==> src/rtl/matrix_pkg.sv <==
// Shared constants for the matrix stream memory: read-mode codes, FSM states
// and default geometry.
package matrix_pkg;

    localparam int unsigned DEF_ROWS = 10;
    localparam int unsigned DEF_COLS = 10;

    localparam logic [1:0] MODE_SNAP = 2'd0;
    localparam logic [1:0] MODE_ROW  = 2'd1;
    localparam logic [1:0] MODE_COL  = 2'd2;
    localparam logic [1:0] MODE_RSVD = 2'd3;

    typedef enum logic {
        ST_IDLE   = 1'b0,
        ST_STREAM = 1'b1
    } state_t;

endpackage

==> src/rtl/matrix_index_counter.sv <==
// Row/column position counter walking the matrix in row- or column-major order.
// Presents the linear index of the element that follows the current one.
module matrix_index_counter
    import matrix_pkg::*;
#(
    parameter int unsigned ROWS   = DEF_ROWS,
    parameter int unsigned COLS   = DEF_COLS,
    parameter int unsigned ADDR_W = $clog2(ROWS * COLS)
) (
    input  logic              clk,
    input  logic              rst,
    input  logic              clear,
    input  logic              col_major,
    input  logic              advance,
    output logic [ADDR_W-1:0] next_idx_c,
    output logic              last_c
);

    localparam int unsigned RW = (ROWS > 1) ? $clog2(ROWS) : 1;
    localparam int unsigned CW = (COLS > 1) ? $clog2(COLS) : 1;
    localparam logic [RW-1:0] R_MAX = RW'(ROWS - 1);
    localparam logic [CW-1:0] C_MAX = CW'(COLS - 1);

    logic [RW-1:0] r_q, r_d;
    logic [CW-1:0] c_q, c_d;
    logic          col_major_q;

    // Inner counter wraps at its limit and carries into the outer counter.
    always_comb begin
        r_d = r_q;
        c_d = c_q;
        if (col_major_q) begin
            if (r_q == R_MAX) begin
                r_d = '0;
                c_d = (c_q == C_MAX) ? '0 : c_q + CW'(1);
            end else begin
                r_d = r_q + RW'(1);
            end
        end else begin
            if (c_q == C_MAX) begin
                c_d = '0;
                r_d = (r_q == R_MAX) ? '0 : r_q + RW'(1);
            end else begin
                c_d = c_q + CW'(1);
            end
        end
    end

    assign next_idx_c = ADDR_W'(r_d) * ADDR_W'(COLS) + ADDR_W'(c_d);
    assign last_c     = (r_q == R_MAX) && (c_q == C_MAX);

    always_ff @(posedge clk) begin
        if (rst || clear) begin
            r_q         <= '0;
            c_q         <= '0;
            col_major_q <= rst ? 1'b0 : col_major;
        end else if (advance) begin
            r_q <= r_d;
            c_q <= c_d;
        end
    end

endmodule

==> src/rtl/matrix_stream_memory.sv <==
// ROWS x COLS element store with linear-address writes, full snapshot reads
// and row/column-major handshaked streaming.
module matrix_stream_memory
    import matrix_pkg::*;
#(
    parameter int unsigned DATA_W = 8,
    parameter int unsigned ROWS   = DEF_ROWS,
    parameter int unsigned COLS   = DEF_COLS,
    parameter int unsigned ADDR_W = $clog2(ROWS * COLS)
) (
    input  logic                        clk,
    input  logic                        rst,
    input  logic                        wr_en,
    input  logic [ADDR_W-1:0]           wr_addr,
    input  logic [DATA_W-1:0]           wr_data,
    output logic                        wr_err,
    input  logic                        clr,
    input  logic                        rd_start,
    input  logic [1:0]                  rd_mode,
    output logic [DATA_W*ROWS*COLS-1:0] mat_data,
    output logic                        out_valid,
    input  logic                        out_ready,
    output logic [DATA_W-1:0]           out_data,
    output logic                        out_last,
    output logic                        busy,
    output logic                        done
);

    localparam int unsigned       TOTAL    = ROWS * COLS;
    localparam logic [ADDR_W-1:0] LAST_IDX = ADDR_W'(TOTAL - 1);

    logic [DATA_W-1:0] mem [TOTAL];

    state_t            state_q, state_d;
    logic              do_write, do_clear, do_snap, do_start, do_adv, do_finish;
    logic              wr_drop;
    logic [ADDR_W-1:0] next_idx_c;
    logic              last_c;

    matrix_index_counter #(
        .ROWS   (ROWS),
        .COLS   (COLS),
        .ADDR_W (ADDR_W)
    ) u_index (
        .clk        (clk),
        .rst        (rst),
        .clear      (do_start),
        .col_major  (rd_mode == MODE_COL),
        .advance    (do_adv),
        .next_idx_c (next_idx_c),
        .last_c     (last_c)
    );

    // Next state and per-cycle actions; clr outranks rd_start, both block writes.
    always_comb begin
        state_d   = state_q;
        do_write  = 1'b0;
        do_clear  = 1'b0;
        do_snap   = 1'b0;
        do_start  = 1'b0;
        do_adv    = 1'b0;
        do_finish = 1'b0;
        unique case (state_q)
            ST_IDLE: begin
                do_clear = clr;
                do_write = wr_en && !clr && !rd_start && (32'(wr_addr) < TOTAL);
                if (rd_start && !clr) begin
                    if (rd_mode == MODE_SNAP) begin
                        do_snap = 1'b1;
                    end else if (rd_mode == MODE_ROW || rd_mode == MODE_COL) begin
                        do_start = 1'b1;
                        state_d  = ST_STREAM;
                    end
                end
            end
            ST_STREAM: begin
                if (out_valid && out_ready) begin
                    if (last_c) begin
                        do_finish = 1'b1;
                        state_d   = ST_IDLE;
                    end else begin
                        do_adv = 1'b1;
                    end
                end
            end
            default: state_d = ST_IDLE;
        endcase
        wr_drop = wr_en && !do_write;
    end

    always_ff @(posedge clk) begin
        if (rst) begin
            state_q <= ST_IDLE;
        end else begin
            state_q <= state_d;
        end
    end

    // Storage is deliberately outside the reset domain; only clr zeroes it.
    always_ff @(posedge clk) begin
        if (do_clear) begin
            for (int k = 0; k < TOTAL; k++) begin
                mem[k] <= '0;
            end
        end else if (do_write) begin
            mem[wr_addr] <= wr_data;
        end
    end

    always_ff @(posedge clk) begin
        if (rst) begin
            wr_err    <= 1'b0;
            done      <= 1'b0;
            busy      <= 1'b0;
            out_valid <= 1'b0;
            out_last  <= 1'b0;
            out_data  <= '0;
            mat_data  <= '0;
        end else begin
            wr_err <= wr_drop;
            done   <= do_snap || do_finish;
            busy   <= (state_d == ST_STREAM);
            if (do_snap) begin
                for (int k = 0; k < TOTAL; k++) begin
                    mat_data[k*DATA_W +: DATA_W] <= mem[k];
                end
            end
            if (do_start) begin
                out_valid <= 1'b1;
                out_data  <= mem[0];
                out_last  <= (TOTAL == 1);
            end else if (do_adv) begin
                out_data <= mem[next_idx_c];
                out_last <= (next_idx_c == LAST_IDX);
            end else if (do_finish) begin
                out_valid <= 1'b0;
                out_last  <= 1'b0;
            end
        end
    end

endmodule
==> config.mk <==
export PLATFORM = sky130hd
export DESIGN_NAME = matrix_stream_memory
export DESIGN_NICKNAME = d
export VERILOG_FILES = /design/src/rtl/matrix_pkg.sv /design/src/rtl/matrix_index_counter.sv /design/src/rtl/matrix_stream_memory.sv
export SDC_FILE = /design/constraint.sdc
export NUM_CORES = 2
export LEC_CHECK = 0
export CAP_MARGIN = 0
export CORE_UTILIZATION = 40
export CTS_CLUSTER_DIAMETER = 120
export DETAILED_ROUTE_END_ITERATION = 6
export GPL_TIMING_DRIVEN = 1
export SLEW_MARGIN = 20
export SYNTH_ARGS = -nofsm -noshare
export SYNTH_HDL_FRONTEND = slang
export SYNTH_SLANG_ARGS = --single-unit
==> constraint.sdc <==
create_clock -name clk -period 12.45 [get_ports clk]
set_clock_uncertainty 0.15 [all_clocks]
set_input_delay 3.1125 -clock clk [delete_from_list [all_inputs] [get_ports clk]]
set_output_delay 3.1125 -clock clk [all_outputs]
set_load 0.01 [all_outputs]
==> results.yml <==
status:
  status: "complete, no violations"
synthesis:
  yosys_warnings: 0
  synth_common_cells: "nand2_1, edfxtp_1, a21oi_1, dfxtp_1, and2_1"
  async_flop_share_pct: 0
  synthCells: 7129
  ys.flop_type: "edfxtp_1"
  ys_seq_area_share_pct: 63.4
  synth_area_leaders: "edfxtp_1, dfxtp_1, nand2_1, and2_1, a21oi_1"
  synth-seq-cells: 1846
  synth.top_cell.area_share_pct: 41.3
  yosys.area.top_type: "edfxtp_1"
  synth_edf_count: 1025
  syn_area_sq_mm: 0.0745
  synth_cell_type_count: 62
  yosysMostFrequentCell: "nand2_1"
  syn_area_per_cell_sq_um: 10.5
worst_hold_path:
  min_path_type: "flop to flop"
  hp-start: "mat_data[185]$_SDFFE_PP0P_"
  whs_endpoint: "mat_data[185]$_SDFFE_PP0P_"
  hold_path_depth: 2
clock_tree:
  cts_hold_buf: 0
  cts_root_buf: "clkbuf_16"
  clk_latency_ns: 0.86
  cts_tree: "built"
  cts_inserted_buffers: 193
  path_clk_slew_ns: 0.06
  clock_path_buffers: 3
  clock_sinks: 1846
  htree_levels: 4
  post_cts_buffers: 0
  post_cts_resized: 0
power_and_ir_drop:
  vdd_drop_max_mv: 0.103
  power_density_mw_per_mm2: 148
  p_leak_uw: 0.0318
sta:
  setup_ws_ns: 5.39
  max_slew_margin_pct: 22.8
  period_minus_slack_ns: 7.06
  slew_viol_final: 0
  tns_ns: 0
  rsz0062_at_grt: "no"
  finalHoldViolations: 0
  min_period_over_period_pct: 56.7
  holdWs_ns: 0.301
  fmax_ghz: 0.142
  setup_viol_count_final: 0
  worst_pin_slew_ns: 1.15
worst_setup_path:
  slowest_stage: "o311ai_0"
  critPathArrivalTime_ns: 7.37
  end_kind: "flop"
  worstReg2RegStart: "u_index.r_q[0]$_SDFFE_PP0P_"
  cp_num_buf_inv: 2
  slowest_delay_ns: 0.86
  regToRegSetupSlack_ns: 6.00
  worst_r2r_endpoint: "out_data[5]$_SDFFE_PP0P_"
  startpoint: "wr_addr[2]"
  ff2ff_path_depth: 15
  critPathTopFamily: "compound AO/OA/AOI/OAI gates"
  cp_max_fo: 17
  crit_type: "input pin to flop"
  required_ns: 12.76
  startpoint_type: "input pin"
  worstPathCellList: "clkdlybuf4s50_1 -> o311ai_0 -> and4b_1 -> and2_0 -> nand3_2 -> buf_4 -> o21ai_0"
grt:
  grt_pass1_vias: 54300
  overflow: 0
  grt_pass1_wl_mm: 390
  gr-usage-all-layers_pct: 29.0
  grt_max_degree: 206
  antenna_found_initial: 16
die:
  die_w_microns: 434
  start_util_pct: 40.2
  core_sq_mm: 0.185
  die_h_microns: 434
  dieArea_sq_mm: 0.188
  row_count: 158
  num_io_pins: 836
place:
  port_buffers: 835
  dpl.hpwl_mm: 195
  place_congestion: 0.903
  post_dp_cell_area_sq_mm: 0.0853
  dp_slack_ns: 4.43
route:
  drtAntennaViolNets: 0
  routed_wl_mm: 280
  drtIter0Drc: 6995
  vias: 57400
  firstDrtPassIters: 6
  post_drt_wl_per_cell_microns: 26.5
  drc: 0
  via_per_inst: 5.43
finish:
  layout.nets: 7953
  final_util_pct: 49.6
  drive_above_1_share_pct: 6.65
  area.growth.synth_to_final_pct: 23.3
  final_area_sq_mm: 0.0919
job:
  drv_cap: 0
==> area by class of cell <==
type | instances | area (sq um)
inverter | 9 | 33.8
timing repair buffer | 911 | 9000
fill | 16800 | 93300
tap | 2480 | 3100
clock inverter | 75 | 676
antenna | 12 | 30.0
clock buffer | 289 | 5880
sequential | 1846 | 47200
multi-input combinational | 4957 | 25900
==> per-layer routing <==
layer	GRT usage [%]	part of all wire, %	vias to the layer above
li1	-	-	25700
met1	35.7	38	28200
met2	46.4	47	2873
met3	5.35	8.2	620
met4	19.9	7.7	4
met5	0	0.012	-
==> worst reg2reg max path, cell delays in order (launching register included) <==
cell and delay (ns):
dfxtp_1 0.42, ha_1 0.19, nand4b_1 0.27, nand2_1 0.26, mux2_2 0.39, ha_4 0.17
inv_1 0.07, fa_4 0.70, nand2b_1 0.59, nor2_4 0.90, buf_4 0.65, nand3_1 0.34
nand4_1 0.29, a21oi_1 0.10, o32ai_1 0.65, o32ai_1 0.19
==> cell families after synthesis <==
| group | Yosys count | share of synthesized area, % |
|---|---|---|
| DFF | 1846 | 63.4 |
| muxes | 206 | 4.41 |
| AOI/OAI and AO/OA | 1155 | 8.40 |
| xor gates and xnor gates | 8 | 0.114 |
| other | 1 | 0.00503 |
| adders and majority gates | 12 | 0.222 |
| and+or+nand+nor | 3352 | 20.3 |
| buffers and inverters | 549 | 3.20 |
==> worst max path at each step <==
stage                          endpoint  slack [ns]  cells after the start
6_report        mem[7][0]$_SDFFCE_PN0P_        5.39                      7
5_1_grt         mem[7][2]$_SDFFCE_PN0P_        5.28                      7
4_1_cts        mem[95][7]$_SDFFCE_PN0P_        5.31                      7
3_5_place_dp   mem[95][7]$_SDFFCE_PN0P_        4.43                      7
3_3_place_gp   mem[82][3]$_SDFFCE_PN0P_        4.61                      6
2_1_floorplan  mem[38][0]$_SDFFCE_PN0P_        7.00                      6
==> power breakdown <==
| part | leakage, uW | total, uW | switching (uW) | internal [uW] |
|---|---|---|---|---|
| combinational | 0.0117 | 869 | 615 | 254 |
| clock | 0.00321 | 5880 | 2510 | 3370 |
| sequential | 0.0169 | 6860 | 175 | 6690 |
| total | 0.0318 | 13600 | 3300 | 10300 |
==> placed cells by master (no fill, tap or decap), types with 75 or more instances in the layout <==
master           instances
dfxtp_1                821
and2_1                 801
conb_1                 224
nand2_1               2133
edfxtp_1              1025
buf_4                   76
mux4_2                  86
nand3_1                158
mux2i_1                 84
clkbuf_16              208
clkdlybuf4s50_1        826
nor2_1                 129
o21ai_0                 75
a21oi_1                853
==> per-stage QoR <==
step / std cells / total power, uW
after global placement: 10200 / 7830
after global routing: 10600 / 14000
after CTS: 10600 / 13700
after floorplan: 7352 / 7370
after detailed placement: 10200 / 7840
final: 10600 / 13600
==> registers in the layout, summed over array words and instances, names as in the netlist, 4 cells and up <==
signal       flops
u_index.c_q      4
out_data         8
mem           1024
u_index.r_q      4
mat_data       800
Note: power is estimated with default switching activity, not from simulation.
